--- src/rtl/reg_bank_arbiter.sv ---
// Round-robin arbiter sharing one config/SDP-RAM register bank between the AXI
// register port (requester 0) and the internal controller (requester 1).

module rba_decode #(
  parameter int                    ADDR_WIDTH = 32,
  parameter logic [ADDR_WIDTH-1:0] BASEADDR   = 32'hA000_0000,
  parameter int                    NUM_WORDS  = 64,
  parameter int                    OFS_W      = 6
) (
  input  logic [ADDR_WIDTH-1:0] addr_i,
  output logic [OFS_W-1:0]      ofs_o,
  output logic                  valid_o
);
  logic [ADDR_WIDTH-1:0] word;

  // Full-width word index so wrapped (below-base) addresses fail the range test.
  assign word    = (addr_i - BASEADDR) >> 2;
  assign ofs_o   = word[OFS_W-1:0];
  assign valid_o = (addr_i >= BASEADDR) && (addr_i[1:0] == 2'b00) &&
                   (word < ADDR_WIDTH'(NUM_WORDS));
endmodule

module reg_bank_arbiter #(
  parameter int                    ADDR_WIDTH = 32,
  parameter int                    DATA_WIDTH = 32,
  parameter logic [ADDR_WIDTH-1:0] BASEADDR   = 32'hA000_0000,
  parameter int                    CFG_REGS   = 16,
  parameter int                    RAM_DEPTH  = 48,
  parameter int                    OFS_W      = $clog2(CFG_REGS + RAM_DEPTH)
) (
  input  logic                       clk,
  input  logic                       rstn,
  input  logic [1:0]                 wr_en,
  input  logic [1:0][ADDR_WIDTH-1:0] wr_addr,
  input  logic [1:0][DATA_WIDTH-1:0] wr_data,
  output logic [1:0]                 wr_ack,
  input  logic [1:0]                 rd_en,
  input  logic [1:0][ADDR_WIDTH-1:0] rd_addr,
  output logic [1:0][DATA_WIDTH-1:0] rd_data,
  output logic [1:0]                 rd_ack,
  output logic [1:0]                 err,
  output logic                       bank_we,
  output logic                       bank_re,
  output logic [OFS_W-1:0]           bank_ofs,
  output logic                       bank_is_cfg,
  output logic [DATA_WIDTH-1:0]      bank_wdata,
  input  logic [DATA_WIDTH-1:0]      bank_rdata
);
  localparam int NUM_REQ   = 2;
  localparam int NUM_WORDS = CFG_REGS + RAM_DEPTH;
  localparam logic [DATA_WIDTH-1:0] ERR_DATA = DATA_WIDTH'(32'hDEAD_BEEF);

  typedef enum logic [1:0] {IDLE, WR, RD, RD_ACK} state_e;

  state_e state_q, state_d;
  logic   rr_q, rr_d;
  logic   req_q, req_d;

  logic [NUM_REQ-1:0][OFS_W-1:0] wr_ofs, rd_ofs;
  logic [NUM_REQ-1:0]            wr_valid, rd_valid;

  for (genvar r = 0; r < NUM_REQ; r++) begin : g_req
    rba_decode #(
      .ADDR_WIDTH(ADDR_WIDTH), .BASEADDR(BASEADDR),
      .NUM_WORDS (NUM_WORDS),  .OFS_W   (OFS_W)
    ) u_wr_dec (
      .addr_i(wr_addr[r]), .ofs_o(wr_ofs[r]), .valid_o(wr_valid[r])
    );
    rba_decode #(
      .ADDR_WIDTH(ADDR_WIDTH), .BASEADDR(BASEADDR),
      .NUM_WORDS (NUM_WORDS),  .OFS_W   (OFS_W)
    ) u_rd_dec (
      .addr_i(rd_addr[r]), .ofs_o(rd_ofs[r]), .valid_o(rd_valid[r])
    );
  end

  logic [NUM_REQ-1:0] pend;
  logic               any_pend, gnt, gnt_wr, gnt_valid;
  logic [OFS_W-1:0]   gnt_ofs;

  // rr only breaks ties; a lone pending requester is always taken.
  always_comb begin
    pend      = wr_en | rd_en;
    any_pend  = |pend;
    gnt       = (&pend) ? rr_q : pend[1];
    gnt_wr    = wr_en[gnt];
    gnt_valid = gnt_wr ? wr_valid[gnt] : rd_valid[gnt];
    gnt_ofs   = gnt_wr ? wr_ofs[gnt] : rd_ofs[gnt];
  end

  always_ff @(posedge clk or negedge rstn) begin
    if (!rstn) begin
      state_q <= IDLE;
      rr_q    <= 1'b0;
      req_q   <= 1'b0;
    end else begin
      state_q <= state_d;
      rr_q    <= rr_d;
      req_q   <= req_d;
    end
  end

  always_comb begin
    state_d = state_q;
    rr_d    = rr_q;
    req_d   = req_q;
    case (state_q)
      IDLE: begin
        if (any_pend) begin
          rr_d  = ~gnt;
          req_d = gnt;
          if (gnt_wr)         state_d = WR;
          else if (gnt_valid) state_d = RD;
          else                state_d = RD_ACK;
        end
      end
      WR:      state_d = IDLE;
      RD:      state_d = RD_ACK;
      RD_ACK:  state_d = IDLE;
      default: state_d = IDLE;
    endcase
  end

  logic [NUM_REQ-1:0]                 wr_ack_q, wr_ack_d;
  logic [NUM_REQ-1:0]                 rd_ack_q, rd_ack_d;
  logic [NUM_REQ-1:0]                 err_q, err_d;
  logic [NUM_REQ-1:0][DATA_WIDTH-1:0] rd_data_q, rd_data_d;
  logic                               bank_we_q, bank_we_d;
  logic                               bank_re_q, bank_re_d;
  logic [OFS_W-1:0]                   bank_ofs_q, bank_ofs_d;
  logic                               bank_is_cfg_q, bank_is_cfg_d;
  logic [DATA_WIDTH-1:0]              bank_wdata_q, bank_wdata_d;

  // Outputs are registered, so each value is computed for the state being entered.
  always_comb begin
    wr_ack_d      = '0;
    rd_ack_d      = '0;
    err_d         = '0;
    rd_data_d     = rd_data_q;
    bank_we_d     = 1'b0;
    bank_re_d     = 1'b0;
    bank_ofs_d    = '0;
    bank_is_cfg_d = 1'b0;
    bank_wdata_d  = '0;
    case (state_q)
      IDLE: begin
        if (any_pend) begin
          if (gnt_wr) begin
            wr_ack_d[gnt] = 1'b1;
            if (gnt_valid) begin
              bank_we_d     = 1'b1;
              bank_ofs_d    = gnt_ofs;
              bank_is_cfg_d = gnt_ofs < OFS_W'(CFG_REGS);
              bank_wdata_d  = wr_data[gnt];
            end else begin
              err_d[gnt] = 1'b1;
            end
          end else if (gnt_valid) begin
            bank_re_d     = 1'b1;
            bank_ofs_d    = gnt_ofs;
            bank_is_cfg_d = gnt_ofs < OFS_W'(CFG_REGS);
          end else begin
            rd_ack_d[gnt]  = 1'b1;
            err_d[gnt]     = 1'b1;
            rd_data_d[gnt] = ERR_DATA;
          end
        end
      end
      RD: begin
        rd_ack_d[req_q]  = 1'b1;
        rd_data_d[req_q] = bank_rdata;
      end
      default: ;
    endcase
  end

  always_ff @(posedge clk or negedge rstn) begin
    if (!rstn) begin
      wr_ack_q      <= '0;
      rd_ack_q      <= '0;
      err_q         <= '0;
      rd_data_q     <= '0;
      bank_we_q     <= 1'b0;
      bank_re_q     <= 1'b0;
      bank_ofs_q    <= '0;
      bank_is_cfg_q <= 1'b0;
      bank_wdata_q  <= '0;
    end else begin
      wr_ack_q      <= wr_ack_d;
      rd_ack_q      <= rd_ack_d;
      err_q         <= err_d;
      rd_data_q     <= rd_data_d;
      bank_we_q     <= bank_we_d;
      bank_re_q     <= bank_re_d;
      bank_ofs_q    <= bank_ofs_d;
      bank_is_cfg_q <= bank_is_cfg_d;
      bank_wdata_q  <= bank_wdata_d;
    end
  end

  assign wr_ack      = wr_ack_q;
  assign rd_ack      = rd_ack_q;
  assign err         = err_q;
  assign rd_data     = rd_data_q;
  assign bank_we     = bank_we_q;
  assign bank_re     = bank_re_q;
  assign bank_ofs    = bank_ofs_q;
  assign bank_is_cfg = bank_is_cfg_q;
  assign bank_wdata  = bank_wdata_q;
endmodule

--- config.mk ---
export PLATFORM = sky130hd
export DESIGN_NAME = reg_bank_arbiter
export DESIGN_NICKNAME = d
export VERILOG_FILES = /design/src/rtl/reg_bank_arbiter.sv
export SDC_FILE = /design/constraint.sdc
export NUM_CORES = 1
export LEC_CHECK = 0
export ABC_AREA = 0
export CAP_MARGIN = 20
export CORE_AREA = 4 4 131 133
export CTS_BUF_LIST = sky130_fd_sc_hd__clkbuf_4 sky130_fd_sc_hd__clkbuf_8
export CTS_CLUSTER_SIZE = 8
export DETAILED_ROUTE_END_ITERATION = 10
export DIE_AREA = 0 0 135 137
export GPL_TIMING_DRIVEN = 0
export PLACE_DENSITY_LB_ADDON = 0.2
export SYNTH_ARGS = -nofsm -noshare
export SYNTH_HDL_FRONTEND = slang
export SYNTH_SLANG_ARGS = --single-unit
--- constraint.sdc ---
create_clock -name clk -period 2.21 [get_ports clk]
set_input_delay 0.442 -clock clk [delete_from_list [all_inputs] [get_ports clk]]
set_output_delay 0.442 -clock clk [all_outputs]
set_load 0.01 [all_outputs]
==> out/qor.csv <==
metric,value,unit
routability congestion estimate,0.822,
Final Non-Filler Cells,1161,
setup slack after layout,65.4,ps
clock network power share,22.9,%
FF-to-FF setup slack,200,ps
worst slew pin tran,598,ps
prevailing post-synth register cell,dfrtp_1,
Congestion Overflow GR,0,
Period minus WS final,2140,ps
Hold WC Path Type,input pin to flip-flop,
origin of the worst setup path,wr_addr[29],
Post-Syn Nets,795,
Reg2Reg Depth,5,
Gate power share,44.4,%
DRC Markers,0,
placed cells,1117,
drt first pass iters,4,
number of distinct library cells after synthesis,47,
proportion of layout cells with a drive suffix above 1,11.2,%
clk_lat worst skew,430,ps
Mapped Cells,561,
CP Launch Type,input pin,
final setup fails,0,
Hold Crit Depth,3,
wire length on met2,11100,µm
post-synth top area share,55.3,%
critical path class,input pin to flip-flop,
dominant cells by area after synthesis,"dfrtp_1 (55%), nand2_1 (11%), a21oi_1 (7.4%)",
crit path DAT,2490,ps
TritonCTS clock tree,built,
Post-DP HPWL,16600,µm
RSZ-0062 raised after global routing,yes,
Power per Cell Area,1000,nW/µm²
global-route wire length before repair,31300,µm
final worst-path cycle share,97.0,%
asr flop ratio synth,100,%
fmax,0.466,GHz
Die X-Extent,135,µm
Crit. End Element,flip-flop,
Reg power frac,32.8,%
Fin. Hold Viols,0,
"Clk pin slew, worst setup/hold paths",70,ps
Ports,341,
Post-Syn Area,5200,µm²
CTS Buffer Depth,2,
Area Overhead vs Synth,85.6,%
Worst slew margin,59.8,%
# Max-Cap Violations,0,
vias in the first global route,5794,
# nets final,1167,
status,"complete, no violations",
worst min-delay path endpoint,rd_data[29],
area occupied by multi-input gates,2280,µm²
Reg-to-Reg End,err[1],
largest area contributor in the netlist,dfrtp_1,
routed length per instance,18.0,µm
sequential cell area fraction in the yosys report,55.3,%
Worst Hold Launch,wr_en[0],
core area,15800,µm²
Vias/cell,4.75,
H-tree levels,4,
syn avg cell area,9.27,µm²
Post-Route Utilization,61.0,%
via count,5520,
1st-iter DRT viols,237,
Starting Density,32.9,%
Ant. Diodes,0,
Setup WS pre-CTS,-889,ps
Total GRT Usage,22.1,%
Routed Antenna Nets,0,
metal1 wirelength,7580,µm
Int Pwr,6.43,mW
initial antenna violation count,0,
Worst EP required,2560,ps
clock root buffer,clkbuf_8,
maximum vdd ir drop,0.378,mV
"Slew Viols, Final",0,
Post-synth EDFFs,0,
"Max FO, Critical Path",8,
met3 wire length,1780,µm
die area,18500,µm²
LEAKAGE,4.10,nW
Die Y,137,µm
fillers,1382,
pin count of the biggest net entering global routing,70,
R2R Path Start,rr_q,
post-synthesis register bit count,115,
FP Rows,46,
Post-Route Skew,8.10,ps
number of CTS-inserted buffers,17,
CTS Sinks,115,
DR top layer,met4,
Switching Fraction,33.4,%
switching pwr,3.23,mW
register area,2880,µm²
Port Buffers,339,
DRT Wirelength,20900,µm
Yosys warnings,0,
==> worst max path at each step <==
stage	to	slack, ps	cells after the start
after floorplan	rd_data[32]	140	9
after global placement	bank_is_cfg	-3990	1
after detailed placement	bank_wdata[9]	-890	9
after CTS	bank_ofs[0]	-40	8
after global routing	bank_wdata[18]	-30	10
final	bank_wdata[9]	70	10
==> power by group through the flow <==
stage          clock network, mW  logic [mW]  registers [mW]
4_1_cts                     2.27        4.30            3.16
2_1_floorplan                  0        1.55            3.48
5_1_grt                     2.36        4.68            3.26
3_3_place_gp                   0        4.10            3.18
3_5_place_dp                   0        4.14            3.20
6_report                    2.21        4.28            3.16
==> critical path, stage by stage <==
cell             delay, ps
clkdlybuf4s50_1        480
inv_1                   50
ha_1                   270
nor4bb_4               260
nand4_1                120
o211ai_1               180
buf_4                  160
nand3_4                170
clkbuf_8               230
a21oi_2                140
==> cell families after synthesis <==
kind of cell    after synthesis  share of synthesized area, %
simple gates                295                          27.7
flops                       115                          55.3
xor+xnor                      1                         0.168
compound gates               98                          10.9
buf+inv                      42                          3.68
mux                           6                          1.20
fa+ha+maj                     4                         0.962
==> area by class of cell <==
type / count / share of cell area [%]
sequential: 115 / 29.8
multi-input combinational: 404 / 23.6
timing repair buffer: 353 / 36.6
clock inverter: 9 / 1.57
buffer: 32 / 2.23
inverter: 10 / 0.389
tap: 216 / 2.80
clock buffer: 22 / 3.07
==> Yosys cell counts (2+ instances only) <==
library cell / instances
buf_2: 3
a2bb2oi_1: 4
nand2_2: 2
nor2b_1: 3
nand4_1: 5
nand3_1: 8
nor4bb_1: 4
clkbuf_1: 23
o21ai_0: 3
mux2i_1: 4
nor2_1: 57
or3_1: 3
nand3_2: 19
nor4b_1: 4
buf_4: 4
buf_6: 2
dfrtp_1: 115
nand2_1: 154
o211ai_1: 2
nor3_1: 4
nor4_1: 21
o21a_1: 2
mux2_2: 2
a21oi_1: 77
a222oi_1: 2
inv_1: 10
ha_1: 4
==> through the flow <==
stage	hold slack (ps)	instance area, µm²	setup TNS [ps]	total power, mW
global placement	477	8870	-522150	7.28
finish	420	9650	0	9.65
global route	412	9650	-80.9	10.3
CTS	406	9550	-35.4	9.73
floorplan	146	5200	0	5.04
detailed placement	400	8890	-70360	7.34
==> cells in the final DEF (no fill, tap or decap), types with 4 or more instances in the layout <==
master           count
nor2_1              57
bufinv_16            4
a21oi_2              7
nand2_1            154
inv_1                8
buf_4               12
nand4_1              5
a2bb2oi_1            4
clkdlybuf4s50_1    335
buf_6                6
nor4_1              20
clkbuf_8            23
mux2i_1              4
nand3_2             19
a21oi_1             70
nand3_1              7
dfrtp_1            115
nor3_1               4
clkbuf_1            20
==> flip-flops by register name, summed over array words and instances, names as in the netlist <==
signal	cells
wr_ack	2
req_q	1
err	2
bank_wdata	32
rd_ack	2
bank_we	1
bank_is_cfg	1
state_q	2
rd_data	64
bank_re	1
rr_q	1
bank_ofs	6
==> metal layers <==
| metal | track usage, % | vias to the layer above |
|---|---|---|
| met1 | 23.5 | 2615 |
| met3 | 8.60 | 36 |
| li1 | - | 2653 |
| met5 | 0 | - |
| met4 | 7.89 | 0 |
| met2 | 39.9 | 216 |
==> repair_timing <==
item | 4_1_cts | 5_1_grt
gates resized for setup | 33 | 20
buffers inserted | 6 | 2
hold buffers | 1 | 0
setup endpoints to repair | 94 | 99
hold endpoints to repair | 46 | 0
gates cloned | 4 | 0
pin swaps | 9 | 6
(Power assumes the default switching activity.)
